[src/rtl/cpu_pkg.sv]
// Shared CPU constants: default address width, PC reset value and word size.
package cpu_pkg;

    localparam int unsigned ADDR_W        = 32;
    localparam logic [31:0] PC_RESET_ADDR = 32'h0000_0000;
    localparam int unsigned WORD_BYTES    = 4;

endpackage

[src/rtl/pc_align_check.sv]
// Combinational word-alignment check for a next-PC candidate.
// Clears address bits [1:0] and flags whether either was set.
module pc_align_check
    import cpu_pkg::*;
#(
    parameter int unsigned WIDTH = ADDR_W
) (
    input  logic [WIDTH-1:0] addr_i,
    output logic [WIDTH-1:0] addr_o,
    output logic             misalign_o
);

    always_comb begin
        addr_o      = {addr_i[WIDTH-1:2], 2'b00};
        misalign_o  = |addr_i[1:0];
    end

endmodule

[src/rtl/program_counter.sv]
// IF-stage program counter with load enable and PC+4 output.
// Optional PC_ALIGN_CHECK_EN forces word-aligned loads and adds a registered misalign flag.
module program_counter
    import cpu_pkg::*;
#(
    parameter int unsigned      WIDTH      = ADDR_W,
    parameter logic [WIDTH-1:0] RESET_ADDR = WIDTH'(PC_RESET_ADDR)
) (
    input  logic             clk,
    input  logic             rst,
    input  logic [WIDTH-1:0] new_addr,
    input  logic             pc_en,
    output logic [WIDTH-1:0] output_pc,
    output logic [WIDTH-1:0] pc_plus4
`ifdef PC_ALIGN_CHECK_EN
    ,
    output logic             misalign
`endif
);

    logic [WIDTH-1:0] pc_q;
    logic [WIDTH-1:0] pc_d;
    logic [WIDTH-1:0] load_addr;

`ifdef PC_ALIGN_CHECK_EN
    logic misalign_q;
    logic misalign_d;
    logic load_misalign;

    pc_align_check #(
        .WIDTH (WIDTH)
    ) u_align (
        .addr_i     (new_addr),
        .addr_o     (load_addr),
        .misalign_o (load_misalign)
    );

    // Flag travels with the PC it describes, so it holds on stall too.
    always_comb begin
        misalign_d = misalign_q;
        if (pc_en) begin
            misalign_d = load_misalign;
        end
    end

    always_ff @(posedge clk) begin
        if (rst) begin
            misalign_q <= 1'b0;
        end else begin
            misalign_q <= misalign_d;
        end
    end

    assign misalign = misalign_q;
`else
    assign load_addr = new_addr;
`endif

    // Stall selects pc_q, so new_addr never reaches the register when pc_en is low.
    always_comb begin
        pc_d = pc_q;
        if (pc_en) begin
            pc_d = load_addr;
        end
    end

    always_ff @(posedge clk) begin
        if (rst) begin
            pc_q <= RESET_ADDR;
        end else begin
            pc_q <= pc_d;
        end
    end

    assign output_pc = pc_q;
    assign pc_plus4  = pc_q + WIDTH'(WORD_BYTES);

endmodule

[config.mk]
export PLATFORM = sky130hd
export DESIGN_NAME = program_counter
export DESIGN_NICKNAME = d
export VERILOG_FILES = /design/src/rtl/cpu_pkg.sv /design/src/rtl/pc_align_check.sv /design/src/rtl/program_counter.sv
export SDC_FILE = /design/constraint.sdc
export NUM_CORES = 1
export LEC_CHECK = 0
export BUFFER_PORTS_ARGS = -buffer_cell sky130_fd_sc_hd__buf_2
export CELL_PAD_IN_SITES_DETAIL_PLACEMENT = 0
export CELL_PAD_IN_SITES_GLOBAL_PLACEMENT = 1
export CORE_MARGIN = 5
export CORE_UTILIZATION = 27
export CTS_CLUSTER_SIZE = 12
export DETAILED_ROUTE_END_ITERATION = 8
export GPL_ROUTABILITY_DRIVEN = 0
export HOLD_SLACK_MARGIN = 0.1
export PLACE_DENSITY = 0.75
export SLEW_MARGIN = 20
export SYNTH_ARGS = -nofsm -noshare
export SYNTH_HDL_FRONTEND = slang
export SYNTH_HIERARCHICAL = 1
export SYNTH_SLANG_ARGS = --single-unit
export TNS_END_PERCENT = 100
[constraint.sdc]
create_clock -name clk -period 1.6 [get_ports clk]
set_clock_uncertainty 0.15 [all_clocks]
set_input_delay 0.32 -clock clk [delete_from_list [all_inputs] [get_ports clk]]
set_output_delay 0.32 -clock clk [all_outputs]
set_load 0.05 [all_outputs]
# [After elaboration in Yosys (flattened, before gate mapping)]
# Cells that the tools add are included.
[op_classes] mux=0 shift=0 n_lt_le_gt_ge=0 n_eq_ne=0 div=0 n_reduce_logical=0 bitwise_logic=0 add_sub_neg=1 mul=0
[ops] operator="$add A32 B3 Y32 const B" count=1
[totals] memories=0 register_bits=32 out_inout_bits=64 input_bits=35 mem_bits_rw=0 elab_cells=2 latchBits=0 rom_bits=0

# [Depth between registers and ports, before layout]
# Gate-level depths: netlist (run 1).
[depth] depth_word=1 depth_mapped=6

# [Worst setup path before layout (run 1)]
# Ideal clock, no wire load.
[synth_timing] path_kind="register to output" start="reg pc_q[5] (netlist: output_pc[5])" end="out pc_plus4[19]" path_stages_with_launch=5 arrival_time_ps=2430 setup_slack_ps=-1300 t_required_ps=1130 n_path_buf=0 cell_sequence="dfxtp_1 > nand4_2 > nor4_4 > nand4_1 > xnor2_1"
[synth_between] elab_chain_cells=1
[synth_lines] item="start, declared" line="program_counter.sv:21" source="logic [WIDTH-1:0] pc_q;"
[synth_lines] item="start signal, assigned" line="program_counter.sv:71" source="pc_q <= pc_d;"
[synth_lines] item="$add A32 B3 Y32" line="program_counter.sv:76" source="assign pc_plus4 = pc_q + WIDTH'(WORD_BYTES);"
[synth_lines] item="end, declared" line="program_counter.sv:14" source="output logic [WIDTH-1:0] pc_plus4"
# No other way between the ends.

# [Worst setup path in the final report (run 1)]
[layout_timing] start="reg pc_q[7] (netlist: output_pc[7])" end="out pc_plus4[29]"
# Same word-level chain as after synthesis.

==> results.md, run 1 <==
- Die height: 89.42 um
- Failing checks: setup timing
- # setup viols final: 28
- Final worst-path setup slack: -0.7349 ns
- Overall Power: 2.383 mW
- Synth unique cells: 20
- TritonRoute pass-1 iters: 4
- Post-DP HPWL: 4.444 mm
- Multi-input gate area: 1658 sq um
- Grt total ovfl: 0
- Unrepaired setup endpoints after global routing: yes
- Port Buffers: 98
- Via Count: 1,909
- Syn Area/Cell: 9.058 sq um
- Share of cells above drive strength 1: 0.7135
- Leakage: 1.859 nW
- #FFs+latches synth: 32
- Reg clk slew, reported paths: 0.06 ns
- Clock insertion delay at the later pin of the skew report: 0.28 ns
- Starting Density: 0.2729
- Max clock buf depth: 2
- Num CTS Buffers: 5
- Layout Nets: 378
- Nature of the critical path startpoint: flip-flop
- Initial antenna violation count: 0
- # hold bufs at CTS: 0
- Drt via density: 4.545
- Antenna viol nets, final: 0
- Iteration-0 DRC Markers: 14
- Worst Path Arrival: 1.86 ns
- First-pass GRT wire length: 9.687 mm
- Crit Path Max Fanout: 8
- Clk sink count: 32
- MaxCap Viol Count: 0
- DIE WIDTH: 89.42 um
- Mapped cell area: 1703 sq um
- Layout area overhead: 123.7%
- Worst slew margin: 0.7608
- Power Density: 625.4 nW/um^2
- I/O Pins: 99
- Min Tclk post-route: 2.335 ns
- Die ar.: 7995 sq um
- Max reg flops: 32
- Fillers: 549
- GRT Total Usage: 0.1589
- Final hold violation count: 0
- TNS Setup: -14.69 ns
- Crit Path Category: reg -> out
- Mapped Cells: 188
- CORE AREA: 6241 sq um
- Worst VDD drop: 0.3732 mV
- H-tree lvl count: 2
- Slew Viols, Final: 0
- Worst setup EP type: primary output
- CTS tree: built
- FMAX: 428.3 MHz
- Avg WL per Cell: 14.62 um
- Period utilization: 1.459
- Hold Crit Class: in -> reg
- Vias in the first global route: 1,981
- # rows: 29
- Sequential area share after synthesis: 0.3762
- Yosys warning total: 6
- Register area: 734.5 sq um
- Largest net degree at the start of global routing: 33
- Outcome: finished, violations left
- WP data required: 1.13 ns
- # DRC: 0
- Net Count, Synth: 224
- Least-Margin Pin Slew: 0.3561 ns
- Root Driver: clkbuf_8
- Total Wirelength: 6.140 mm
-- placed cells by master, fill, tap and decap left out, types with 5 or more instances in the layout --
master / instances
buf_2: 63
dfxtp_1: 7
nor2_1: 33
buf_6: 49
nand4_1: 13
nand3_4: 6
clkbuf_8: 5
xnor2_4: 21
dfxtp_4: 25
buf_4: 40
mux2i_1: 32
-- layer usage --
layer | vias to the layer above | GRT usage | part of all wire
met4 | 0 | 0.03654 | 0.0062
met5 | - | 0 | 0
met2 | 64 | 0.2873 | 0.52
li1 | 950 | - | -
met3 | 5 | 0.04055 | 0.069
met1 | 890 | 0.1876 | 0.40
-- area by class of cell --
cell class / count / share of cell area
Clock inverter: 1 / 0.001314
Antenna cell: 1 / 0.0006568
Inverter: 3 / 0.002956
Timing Repair Buffer: 157 / 0.3228
Clock buffer: 6 / 0.01905
Multi-Input combinational cell: 143 / 0.4351
Sequential cell: 32 / 0.1928
Tap cell: 77 / 0.02529
-- worst paths after layout --
| check | end | from | depth (start not counted) | slack, ns |
|---|---|---|---|---|
| max | pc_plus4[29] | output_pc[7] | 6 | -0.73 |
| min | output_pc[13] | new_addr[13] | 3 | 0.12 |
| max reg2reg | output_pc[4] | output_pc[4] | 4 | 0.52 |
| min reg2reg | output_pc[1] | output_pc[1] | 2 | 0.37 |
-- power by group --
group	switching, mW	internal [mW]	leakage [nW]
Sequential	0.0331	0.830	0.281
Combinational	0.583	0.366	1.54
Clock	0.276	0.295	0.0410
-- Yosys cell counts --
cell type / instances / area share
and2_1: 2 / 0.0073
and3_1: 1 / 0.0037
and4_1: 2 / 0.010
and4_2: 1 / 0.0059
buf_2: 4 / 0.012
buf_4: 2 / 0.0088
clkbuf_1: 4 / 0.0088
dfxtp_1: 32 / 0.38
ha_1: 1 / 0.0073
inv_1: 3 / 0.0066
mux2i_1: 32 / 0.19
nand2_1: 10 / 0.022
nand3_1: 11 / 0.032
nand4_1: 13 / 0.048
nand4_2: 1 / 0.0073
nor2_1: 38 / 0.084
nor3_1: 1 / 0.0029
nor4_4: 2 / 0.025
xnor2_1: 24 / 0.12
xor2_1: 4 / 0.021
-- metrics by stage --
step | area (sq um) | hold slack (ns) | std cells | setup slack [ns] | util
2_1_floorplan | 2331 | 0.2327 | 188 | -0.6187 | -
3_3_place_gp | 3213 | 0.3405 | 396 | -0.4967 | 0.5148
3_5_place_dp | 3213 | 0.3592 | 396 | -0.5475 | 0.5148
4_1_cts | 3727 | 0.1092 | 415 | -0.7445 | 0.5972
5_1_grt | 3807 | 0.1219 | 419 | -0.8290 | 0.6101
6_report | 3810 | 0.1221 | 420 | -0.7349 | 0.6105
-- cells by family (layout without fill, tap and decap cells) --
family        after synthesis  count (layout)  synth area share
simple gates               82              82            0.2483
fa+ha+maj                   1               1          0.007346
mux                        32              32            0.1881
buf+inv                    13             167           0.03600
xor+xnor                   28              28            0.1440
other cells                 0               1                 0
flops                      32              32            0.3762
-- worst max-delay path: stages, from the launching register on --
cell and delay [ns]:
dfxtp_4 0.37, nand4_4 0.12, nor4_4 0.29, buf_6 0.18, nand4_1 0.22, xnor2_4 0.22, buf_6 0.18
-- what timing repair did --
action | in CTS | in global routing
resized for setup | 97 | 17
setup endpoints to repair | 29 | 32
setup buffers | 12 | 7
pin swaps | 23 | 13
No activity file was read; power rests on OpenSTA's default activity.
==> run 2, diff against run 1 <==
Settings changed: CORE_UTILIZATION 27 to 32, CTS_BUF_LIST set to sky130_fd_sc_hd__clkbuf_4 sky130_fd_sc_hd__clkbuf_8, MAX_ROUTING_LAYER set to met4, PLACE_DENSITY 0.75 to 0.84.
Clock period 1.6 ns to 2.6 ns, I/O delays scaled along.
==> run 2 against run 1 <==
Final area is 23% lower. Worst setup slack better by 0.76 ns. Largest cell class unchanged. The flow now finishes without violations. Core utilization is 3.8 points lower. Worst hold slack better by 0.20 ns. Non-clock buffer count is 41 lower. First-iteration DRC count grew to 3.0 times the previous value. Final cell count is 11% lower. Highest routed layer unchanged. Routed wire length is 15% lower. Flip-flop and latch count stayed put. Clock-buffer cell count is 1 higher. Sequential share of layout area is 4.4 points higher.
==> results.md, run 2 (same netlist as run 1, synthesis figures left out) <==
- GRT Total Usage: 0.1520 (was 0.1589)
- TritonRoute pass-1 iters: 4 (unchanged)
- Port Buffers: 98 (unchanged)
- Clock insertion delay at the later pin of the skew report: 0.27 ns (was 0.28 ns)
- Worst VDD drop: 0.2709 mV (was 0.3732 mV)
- Period utilization: 0.9905
- # hold bufs at CTS: 0 (unchanged)
- Num CTS Buffers: 5 (unchanged)
- Layout Nets: 337 (was 378)
- Die ar.: 6881 sq um (was 7995 sq um)
- Worst setup EP type: primary output (unchanged)
- R2r setup slk: 1.55 ns (was 0.52 ns)
- Reg clk slew, reported paths: 0.07 ns (was 0.06 ns)
- FMAX: 388.3 MHz
- DIE WIDTH: 82.95 um (was 89.42 um)
- Most common cell after layout, fill and taps aside: buf_2 (unchanged)
- Setup crit start: output_pc[17] (was output_pc[7])
- Initial antenna violation count: 0 (unchanged)
- WP data required: 1.93 ns (was 1.13 ns)
- RR Endpoint: output_pc[18] (was output_pc[4])
- Die height: 82.95 um (was 89.42 um)
- # diodes: 0 (was 1)
- Final hold violation count: 0 (unchanged)
- Outcome: completed (was finished, violations left)
- Worst Path Arrival: 1.91 ns (was 1.86 ns)
- Grt total ovfl: 0 (unchanged)
- Drt via density: 4.699 (was 4.545)
- Utilization after layout: 0.5725 (was 0.6105)
- Multi-input gate area: 1350 sq um (was 1658 sq um)
- Avg WL per Cell: 13.99 um (was 14.62 um)
- RR Startpoint: output_pc[18] (was output_pc[4])
- Design area: 2943 sq um (was 3810 sq um)
- CTS tree: built (unchanged)
- Critical path capture point: pc_plus4[30] (was pc_plus4[29])
- Power Density: 484.2 nW/um^2 (was 625.4 nW/um^2)
- Fillers: 489 (was 549)
- Slew Viols, Final: 0 (unchanged)
- Post-DP HPWL: 3.808 mm (was 4.444 mm)
- Register area: 695.7 sq um (was 734.5 sq um)
- Min Tclk post-route: 2.575 ns
- Max clock buf depth: 2 (unchanged)
- Max reg flops: 32 (unchanged)
- Crit Path Max Fanout: 5 (was 8)
- Worst slew margin: 0.6027 (was 0.7608)
- Unrepaired setup endpoints after global routing: yes (unchanged)
- Least-Margin Pin Slew: 0.5959 ns (was 0.3561 ns)
- Most frequent cells in the layout: buf_2 (85), nor2_1 (37), mux2i_1 (32) (was buf_2 (63), buf_6 (49), buf_4 (40))
- Largest net degree at the start of global routing: 33 (unchanged)
- Share of cells above drive strength 1: 0.5861 (was 0.7135)
- I/O Pins: 99 (unchanged)
- H-tree lvl count: 2 (unchanged)
- # rows: 26 (was 29)
- Fin cells: 372 (was 420)
- Placed cell count: 356 (was 396)
- Starting Density: 0.3313 (was 0.2729)
- Layout area overhead: 72.81% (was 123.7%)
- Clk sink count: 32 (unchanged)
- Total Wirelength: 5.206 mm (was 6.140 mm)
- Reg2reg path depth: 4 (unchanged)
- Leakage: 1.470 nW (was 1.859 nW)
- Via Count: 1,748 (was 1,909)
- # DRC: 0 (unchanged)
- Nature of the critical path startpoint: flip-flop (unchanged)
- First-pass GRT wire length: 8.549 mm (was 9.687 mm)
- Root Driver: clkbuf_8 (unchanged)
- # setup viols final: 0 (was 28)
- Iteration-0 DRC Markers: 42 (was 14)
- Vias in the first global route: 1,760 (was 1,981)
- Cell area after placement: 2663 sq um (was 3213 sq um)
- Hold Crit Class: in -> reg (unchanged)
- CORE AREA: 5140 sq um (was 6241 sq um)
- MaxCap Viol Count: 0 (unchanged)
- Antenna viol nets, final: 0 (unchanged)
- Crit Path Category: reg -> out (unchanged)
run 2: cell count changes in the layout (fill, tap and decap cells not counted), moves of 6 or more:
cell	before	now
dfxtp_4	25	10
dfxtp_2	0	14
xnor2_4	21	14
xnor2_1	0	6
buf_4	40	19
buf_2	63	85
nand2_1	4	10
nand3_4	6	0
buf_6	49	8
nand3_1	1	9
run 2: final cells by class:
cell class                      instances  area share
Tap cell                               70     0.02976
Sequential cell                        32      0.2364
Multi-Input combinational cell        143      0.4588
Clock inverter                          1    0.002551
Inverter                                3    0.003827
Clock buffer                            7     0.03061
Timing Repair Buffer                  116      0.2381
run 2: power breakdown:
part | internal [mW] | total [mW] | switching, mW
sequential | 0.519 | 0.568 | 0.0484
clock | 0.225 | 0.402 | 0.177
combinational | 0.152 | 0.455 | 0.302
total | 0.897 | 1.43 | 0.528
run 2: critical path, stage by stage (launching register included):
cell     delay [ns]
dfxtp_2        0.33
nand4_1        0.20
nor4_4         0.41
nand4_1        0.28
xnor2_4        0.22
buf_6          0.18
run 2: how the worst min path moves through the flow:
stage,from,end,depth (start not counted)
floorplan,rst,output_pc[24],1
global placement,output_pc[1],output_pc[1],2
detailed placement,output_pc[0],output_pc[0],2
CTS,new_addr[9],output_pc[9],3
global route,new_addr[20],output_pc[20],3
finish,new_addr[10],output_pc[10],3
run 2: routing by layer:
metal,global-route usage,routed length [um],up-vias
li1,-,-,868
met3,0.03861,378,4
met4,0.04012,42,0
met1,0.1903,2276,808
met5,-,0,-
met2,0.2442,2509,68
run 2: per-stage QoR:
stage	power, mW	setup WS (ns)	hold WS (ns)	setup TNS, ns
after floorplan	0.9068	0.02228	0.4350	0
after CTS	1.439	-0.003476	0.3157	-0.008264
after global placement	1.015	0.2171	0.3363	0
after detailed placement	1.019	0.1927	0.3599	0
final	1.425	0.02475	0.3250	0
after global routing	1.491	-0.1389	0.3284	-0.7926
run 2: what timing repair did:
action                                  in CTS  in global routing
pin swaps                                    8                 12
gates resized for setup                     16                 23
endpoints found under the setup margin      10                 15
buffers inserted                             0                  7
gates cloned                                 0                  1
